### config.mk
export PLATFORM = sky130hd
export DESIGN_NAME = future_round_ctrl
export DESIGN_NICKNAME = d
export VERILOG_FILES = /design/src/rtl/future_pkg.sv /design/src/rtl/future_round_cnt.sv /design/src/rtl/future_round_ctrl.sv
export SDC_FILE = /design/constraint.sdc
export NUM_CORES = 1
export LEC_CHECK = 0
export ABC_AREA = 1
export CORE_MARGIN = 2
export CORE_UTILIZATION = 44
export CTS_CLUSTER_SIZE = 8
export DETAILED_ROUTE_END_ITERATION = 8
export GPL_TIMING_DRIVEN = 0
export PLACE_DENSITY = 0.77
export SYNTH_ARGS = -nofsm -noshare
export SYNTH_HDL_FRONTEND = slang
export SYNTH_HIERARCHICAL = 1
export SYNTH_SLANG_ARGS = --single-unit
### constraint.sdc
create_clock -name clk -period 2.2 [get_ports clk]
set_input_delay 0.44 -clock clk [delete_from_list [all_inputs] [get_ports clk]]
set_output_delay 0.44 -clock clk [all_outputs]
set_load 0.005 [all_outputs]
### src/rtl/future_pkg.sv
// future_pkg: shared definitions for the FUTURE block-cipher round controller.
//   - state_e        : controller FSM state encoding
//   - DP_SEL_*       : state-register datapath mux select encodings
//   - NROUNDS_DEFAULT: default number of cipher rounds
//   - BLOCK_W        : cipher block width in bits (key is two halves of this width)
package future_pkg;

  localparam int unsigned NROUNDS_DEFAULT = 10;
  localparam int unsigned BLOCK_W         = 64;

  // Datapath mux feeding the state register's parallel-load input.
  localparam logic [1:0] DP_SEL_PT  = 2'd0;  // plaintext
  localparam logic [1:0] DP_SEL_SUB = 2'd1;  // SubCell
  localparam logic [1:0] DP_SEL_MIX = 2'd2;  // MixColumn
  localparam logic [1:0] DP_SEL_ARK = 2'd3;  // state XOR round key

  typedef enum logic [2:0] {
    ST_IDLE   = 3'd0,
    ST_LOAD   = 3'd1,
    ST_WHITEN = 3'd2,
    ST_SUB    = 3'd3,
    ST_MIX    = 3'd4,
    ST_SHR    = 3'd5,
    ST_ARK    = 3'd6,
    ST_DONE   = 3'd7
  } state_e;

endpackage

### src/rtl/future_round_cnt.sv
// future_round_cnt: round index counter for the FUTURE controller.
//   clk, rst : clock, synchronous active-high reset (count -> 0)
//   clear    : force count to 0 (has priority over inc)
//   inc      : advance count by one; saturates at NROUNDS
//   cnt      : current round index
//   tc       : terminal count, high while cnt == NROUNDS
module future_round_cnt
  import future_pkg::*;
#(
  parameter int unsigned NROUNDS = NROUNDS_DEFAULT
) (
  input  logic       clk,
  input  logic       rst,
  input  logic       clear,
  input  logic       inc,
  output logic [3:0] cnt,
  output logic       tc
);

  localparam logic [3:0] TC_VAL = 4'(NROUNDS);

  logic [3:0] cnt_q;
  logic [3:0] cnt_d;

  assign tc  = (cnt_q == TC_VAL);
  assign cnt = cnt_q;

  always_comb begin
    cnt_d = cnt_q;
    if (clear) begin
      cnt_d = '0;
    end else if (inc && !tc) begin
      cnt_d = cnt_q + 4'd1;
    end
  end

  always_ff @(posedge clk) begin
    if (rst) begin
      cnt_q <= '0;
    end else begin
      cnt_q <= cnt_d;
    end
  end

endmodule

### src/rtl/future_round_ctrl.sv
// future_round_ctrl: sequencing FSM for the FUTURE block cipher datapath.
// Drives the state register (enable / parallel load / ShiftRow), the datapath
// mux and the two key-half registers through whitening plus NROUNDS rounds.
// The final round omits MixColumn. All outputs decode from the state register
// or come from the round counter, so there is no combinational path from start.
// The state register's sh16/sh5 shift inputs are not driven by this controller;
// the enclosing top ties them to 0.
//   clk, rst  : clock, synchronous active-high reset
//   start     : encrypt request, accepted only in IDLE
//   busy      : encryption in progress (accept edge until out_valid rises)
//   out_valid : ciphertext held in the state register, until out_ready
//   out_ready : consumer acknowledge
//   st_en     : state register enable
//   st_load   : state register parallel load of the datapath mux output
//   st_sr     : state register ShiftRow
//   dp_sel    : datapath mux select (DP_SEL_* encodings)
//   key_load  : load both key halves from the key input
//   key_sel   : key half feeding the round-key XOR (0 K0, 1 K1)
//   key_rot   : rotate the selected key half left by 5 after use
//   round     : current round index, 0 during whitening
module future_round_ctrl
  import future_pkg::*;
#(
  parameter int unsigned NROUNDS = NROUNDS_DEFAULT
) (
  input  logic       clk,
  input  logic       rst,
  input  logic       start,
  output logic       busy,
  output logic       out_valid,
  input  logic       out_ready,
  output logic       st_en,
  output logic       st_load,
  output logic       st_sr,
  output logic [1:0] dp_sel,
  output logic       key_load,
  output logic       key_sel,
  output logic       key_rot,
  output logic [3:0] round
);

  state_e state_q;
  state_e state_d;

  logic cnt_clear;
  logic cnt_inc;
  logic cnt_tc;

  // Clearing on the accept edge makes round read 0 through LOAD and WHITEN.
  assign cnt_clear = (state_q == ST_IDLE) && start;
  assign cnt_inc   = (state_q == ST_WHITEN) || ((state_q == ST_ARK) && !cnt_tc);

  future_round_cnt #(
    .NROUNDS (NROUNDS)
  ) u_round_cnt (
    .clk   (clk),
    .rst   (rst),
    .clear (cnt_clear),
    .inc   (cnt_inc),
    .cnt   (round),
    .tc    (cnt_tc)
  );

  always_comb begin
    state_d = state_q;
    unique case (state_q)
      ST_IDLE:   if (start) state_d = ST_LOAD;
      ST_LOAD:   state_d = ST_WHITEN;
      ST_WHITEN: state_d = ST_SUB;
      // tc during SUB marks the final round, which skips MixColumn.
      ST_SUB:    state_d = cnt_tc ? ST_SHR : ST_MIX;
      ST_MIX:    state_d = ST_SHR;
      ST_SHR:    state_d = ST_ARK;
      ST_ARK:    state_d = cnt_tc ? ST_DONE : ST_SUB;
      ST_DONE:   if (out_ready) state_d = ST_IDLE;
      default:   state_d = ST_IDLE;
    endcase
  end

  always_ff @(posedge clk) begin
    if (rst) begin
      state_q <= ST_IDLE;
    end else begin
      state_q <= state_d;
    end
  end

  always_comb begin
    busy      = 1'b0;
    out_valid = 1'b0;
    st_en     = 1'b0;
    st_load   = 1'b0;
    st_sr     = 1'b0;
    dp_sel    = DP_SEL_PT;
    key_load  = 1'b0;
    key_sel   = 1'b0;
    key_rot   = 1'b0;
    unique case (state_q)
      ST_LOAD: begin
        busy     = 1'b1;
        st_en    = 1'b1;
        st_load  = 1'b1;
        dp_sel   = DP_SEL_PT;
        key_load = 1'b1;
      end
      ST_WHITEN: begin
        busy    = 1'b1;
        st_en   = 1'b1;
        st_load = 1'b1;
        dp_sel  = DP_SEL_ARK;
      end
      ST_SUB: begin
        busy    = 1'b1;
        st_en   = 1'b1;
        st_load = 1'b1;
        dp_sel  = DP_SEL_SUB;
      end
      ST_MIX: begin
        busy    = 1'b1;
        st_en   = 1'b1;
        st_load = 1'b1;
        dp_sel  = DP_SEL_MIX;
      end
      ST_SHR: begin
        busy  = 1'b1;
        st_en = 1'b1;
        st_sr = 1'b1;
      end
      ST_ARK: begin
        // Key halves alternate by round parity; the half is rotated on the
        // same edge it is consumed, so the XOR sees the pre-rotation value.
        busy    = 1'b1;
        st_en   = 1'b1;
        st_load = 1'b1;
        dp_sel  = DP_SEL_ARK;
        key_sel = round[0];
        key_rot = 1'b1;
      end
      ST_DONE: begin
        out_valid = 1'b1;
      end
      default: ;
    endcase
  end

endmodule

==> key figures <==
GRT
  • Overflow after GRT: 0
  • GRT Util Overall: ~18%
  • M2 GR Usage: 24.6%
  • Global-route wire length before repair: 1790 um
  • Vias in the first global route: around 430
  • Met1 GRT Util: 21.5%
  • Antenna violations before repair: 0
  • Most crowded layer after global routing: met2
  • Largest net degree at the start of global routing: 11
  • Met3 usage: between 6 and 7%

Clock network
  • CTS tree: yes
  • Skew-Pair Late Insertion Delay: 260 ps
  • CTS buffer count: 3
  • Sink Count: 7
  • Clock slew at reported path FFs: 60 ps
  • H-tree levels: 1
  • Root Buffer: clkbuf_4
  • Bufs on Longest Clock Path: 2

Job
  • Maxcap violations: 0

Timing
  • TNS Setup: 0 ps
  • Setup violators final: 0
  • Hold Fails Final Rpt: 0
  • Measured slew at the worst slew-check pin: around 470 ps
  • Final slew viol count: 0
  • Final worst path period share: between 90 and 100%
  • Final hold slack: about 550 ps
  • PnR worst setup slack: around 70 ps
  • Clock Skews: slightly above 6 ps
  • Final worst path period need: roughly 2100 ps
  • Fmax: 470 MHz
  • Max-slew headroom: 68.8%
  • Unrepaired setup endpoints after global routing: yes

Drt
  • Average wire per standard cell: 9.33 um
  • Vias: 585
  • Initial drt markers: 14
  • DR vias/cell: about 4.7
  • Number of routed nets with antenna violations: 0
  • DRC viols: 0
  • Total routed wirelength: 1170 um
  • TritonRoute pass-1 iters: 4

Place
  • Setup WS pre-CTS: ~180 ps
  • DP Area: 773 sq um
  • DP Cell Count: between 100 and 150
  • Post-DP HPWL: 903 um
  • IO buf count: 17
  • Gpl congestion: 0.753

Critical path
  • Reg2reg start: u_round_cnt/cnt[0]
  • Crit path from: state_q[1]
  • Worst path max stage delay: ~480 ps
  • CP Launch Type: flop
  • CP arrival: roughly 1700 ps
  • Kind of critical path: flop to output port
  • Critical Path RT: 1760 ps
  • Reg-to-reg slack, setup: roughly 360 ps
  • Worst Reg-to-Reg Cells: 10
  • Crit Path Max Fanout: 5
  • Crit-path cells: inv_1, ha_4, nand3b_1, buf_4, clkdlybuf4s50_1
  • Slowest cell on crit path: clkdlybuf4s50_1
  • Setup crit end kind: output port

Logic synthesis
  • Syn Inst Count: between 80 and 90
  • Ys flop type: dfxtp_1
  • Commonest cells post-synth: nand2_1, inv_1, nor2_1
  • Post-synth EDFFs: 0
  • Synth cell types: 18
  • Ys async rst share: 0%
  • Top post-synthesis cells by area: dfxtp_1, ha_1, nand2_1
  • Synth top area share: between 20% and 30%
  • Syn nets: 100
  • Seq cells post-synth: 7
  • Post-synthesis sequential area ratio: about a quarter
  • Most common cell in the synthesized netlist: nand2_1
  • Syn avg cell area: ~6.6 sq um
  • Synthesized cell area: just under 600 sq um
  • Most area-hungry cell type in the Yosys netlist: dfxtp_1
  • Yosys warning total: 6

Min path
  • Hold_sp: u_round_cnt/cnt[2]
  • Hold WC Path Type: flop to flop
  • Hold path depth: 2

Floorplanning
  • Die area: 1640 sq um
  • Starting Density: between 40% and 50%
  • Core Footprint: 1270 sq um
  • I/O pins: 18
  • Row count: 13
  • Die X: roughly 40 um
  • Die Y: about 40 um

Power and ir drop
  • Final Power: approximately 1 mW
  • Max VDD drop: roughly 0.7 mV
  • LEAKAGE: ~0.38 nW
  • Power Density: ~1200 nW/um^2

Cells and area
  • Post-Layout Inst Area: between 800 and 900 sq um
  • # diodes: 0
  • Finished Core Util: approximately 65%
  • Net count, final: roughly 120
  • Final cell count without fillers: roughly 130
  • P&R area growth vs syn: 40.3%
  • Share of cells above drive strength 1: 18.2%

Run status
  • Status: complete, no violations
## kinds of logic (layout without fill, tap and decap cells)
kind of cell             count (synthesis)  count (layout)  synth area share, %
buffers and inverters                   18              39                 13.5
flip-flops                               7               7                 24.0
adder cells (fa/ha/maj)                  7               7                 15.0
AND/OR/NAND/NOR                         48              48                 37.3
AO/OA/AOI/OAI                            9               9                 10.3
## worst paths after layout
| check | end |
|---|---|
| max reg2reg | u_round_cnt/cnt[3] |
| min reg2reg | u_round_cnt/cnt[2] |
| min | u_round_cnt/cnt[2] |
| max | st_en |
## sequential cells by signal (all words and copies together), names as in the netlist
signal	cells
u_round_cnt/cnt	4
state_q	3
## worst max-delay path, delay by kind of cell, from the launching register on
kind | cells | cell delay, ps
buf+inv | 3 | 680
simple gates | 1 | 120
fa+ha+maj | 1 | 270
flops | 1 | 370
## final cells by class
class | instances | area (sq um)
multi-input cells | 64 | 383
clock buffers | 4 | 26.3
fillers | 117 | 449
inverters | 16 | 60.1
plain buffers | 2 | 18.8
flip-flops and latches | 7 | 143
repair buffers | 17 | 170
well taps | 15 | 18.8
## cell usage in the layout, fill, tap and decap left out
| cell | Yosys | layout |
|---|---|---|
| a21oi_1 | 3 | 3 |
| nor2_2 | 3 | 3 |
| dfxtp_1 | 7 | 5 |
| clkbuf_1 | 0 | 1 |
| nand2_1 | 21 | 21 |
| inv_1 | 15 | 14 |
| clkbuf_4 | 0 | 3 |
| a21oi_4 | 1 | 1 |
| buf_4 | 1 | 1 |
| dfxtp_2 | 0 | 2 |
| nand3b_1 | 1 | 1 |
| ha_1 | 7 | 4 |
| ha_2 | 0 | 2 |
| nor2_1 | 12 | 12 |
| nand2_2 | 2 | 2 |
| a21boi_1 | 0 | 1 |
| ha_4 | 0 | 1 |
| buf_6 | 1 | 1 |
| a31oi_1 | 1 | 1 |
| nand3_2 | 2 | 2 |
| nand3_1 | 7 | 7 |
| clkdlybuf4s50_1 | 0 | 17 |
| o21ai_0 | 3 | 3 |
| inv_2 | 1 | 2 |
## layer usage
layer	share of wire, %	up-vias
met3	4.0	4
met2	45	12
met1	49	253
met5	0	-
met4	2.0	0
li1	-	316
## where the power goes
group / leakage (nW) / switching [mW] / internal [mW]
logic: 0.311 / 0.298 / 0.365
registers: 0.0577 / 0.0427 / 0.163
clock network: 0.0150 / 0.0531 / 0.0696
## what timing repair did
action / CTS / global route
resized for setup: 3 / 5
setup buffers: 0 / 0
cloned: 0 / 0
hold buffers: 0 / 0
endpoints found under the setup margin: 3 / 6
No activity file was read; power rests on OpenSTA's default activity.
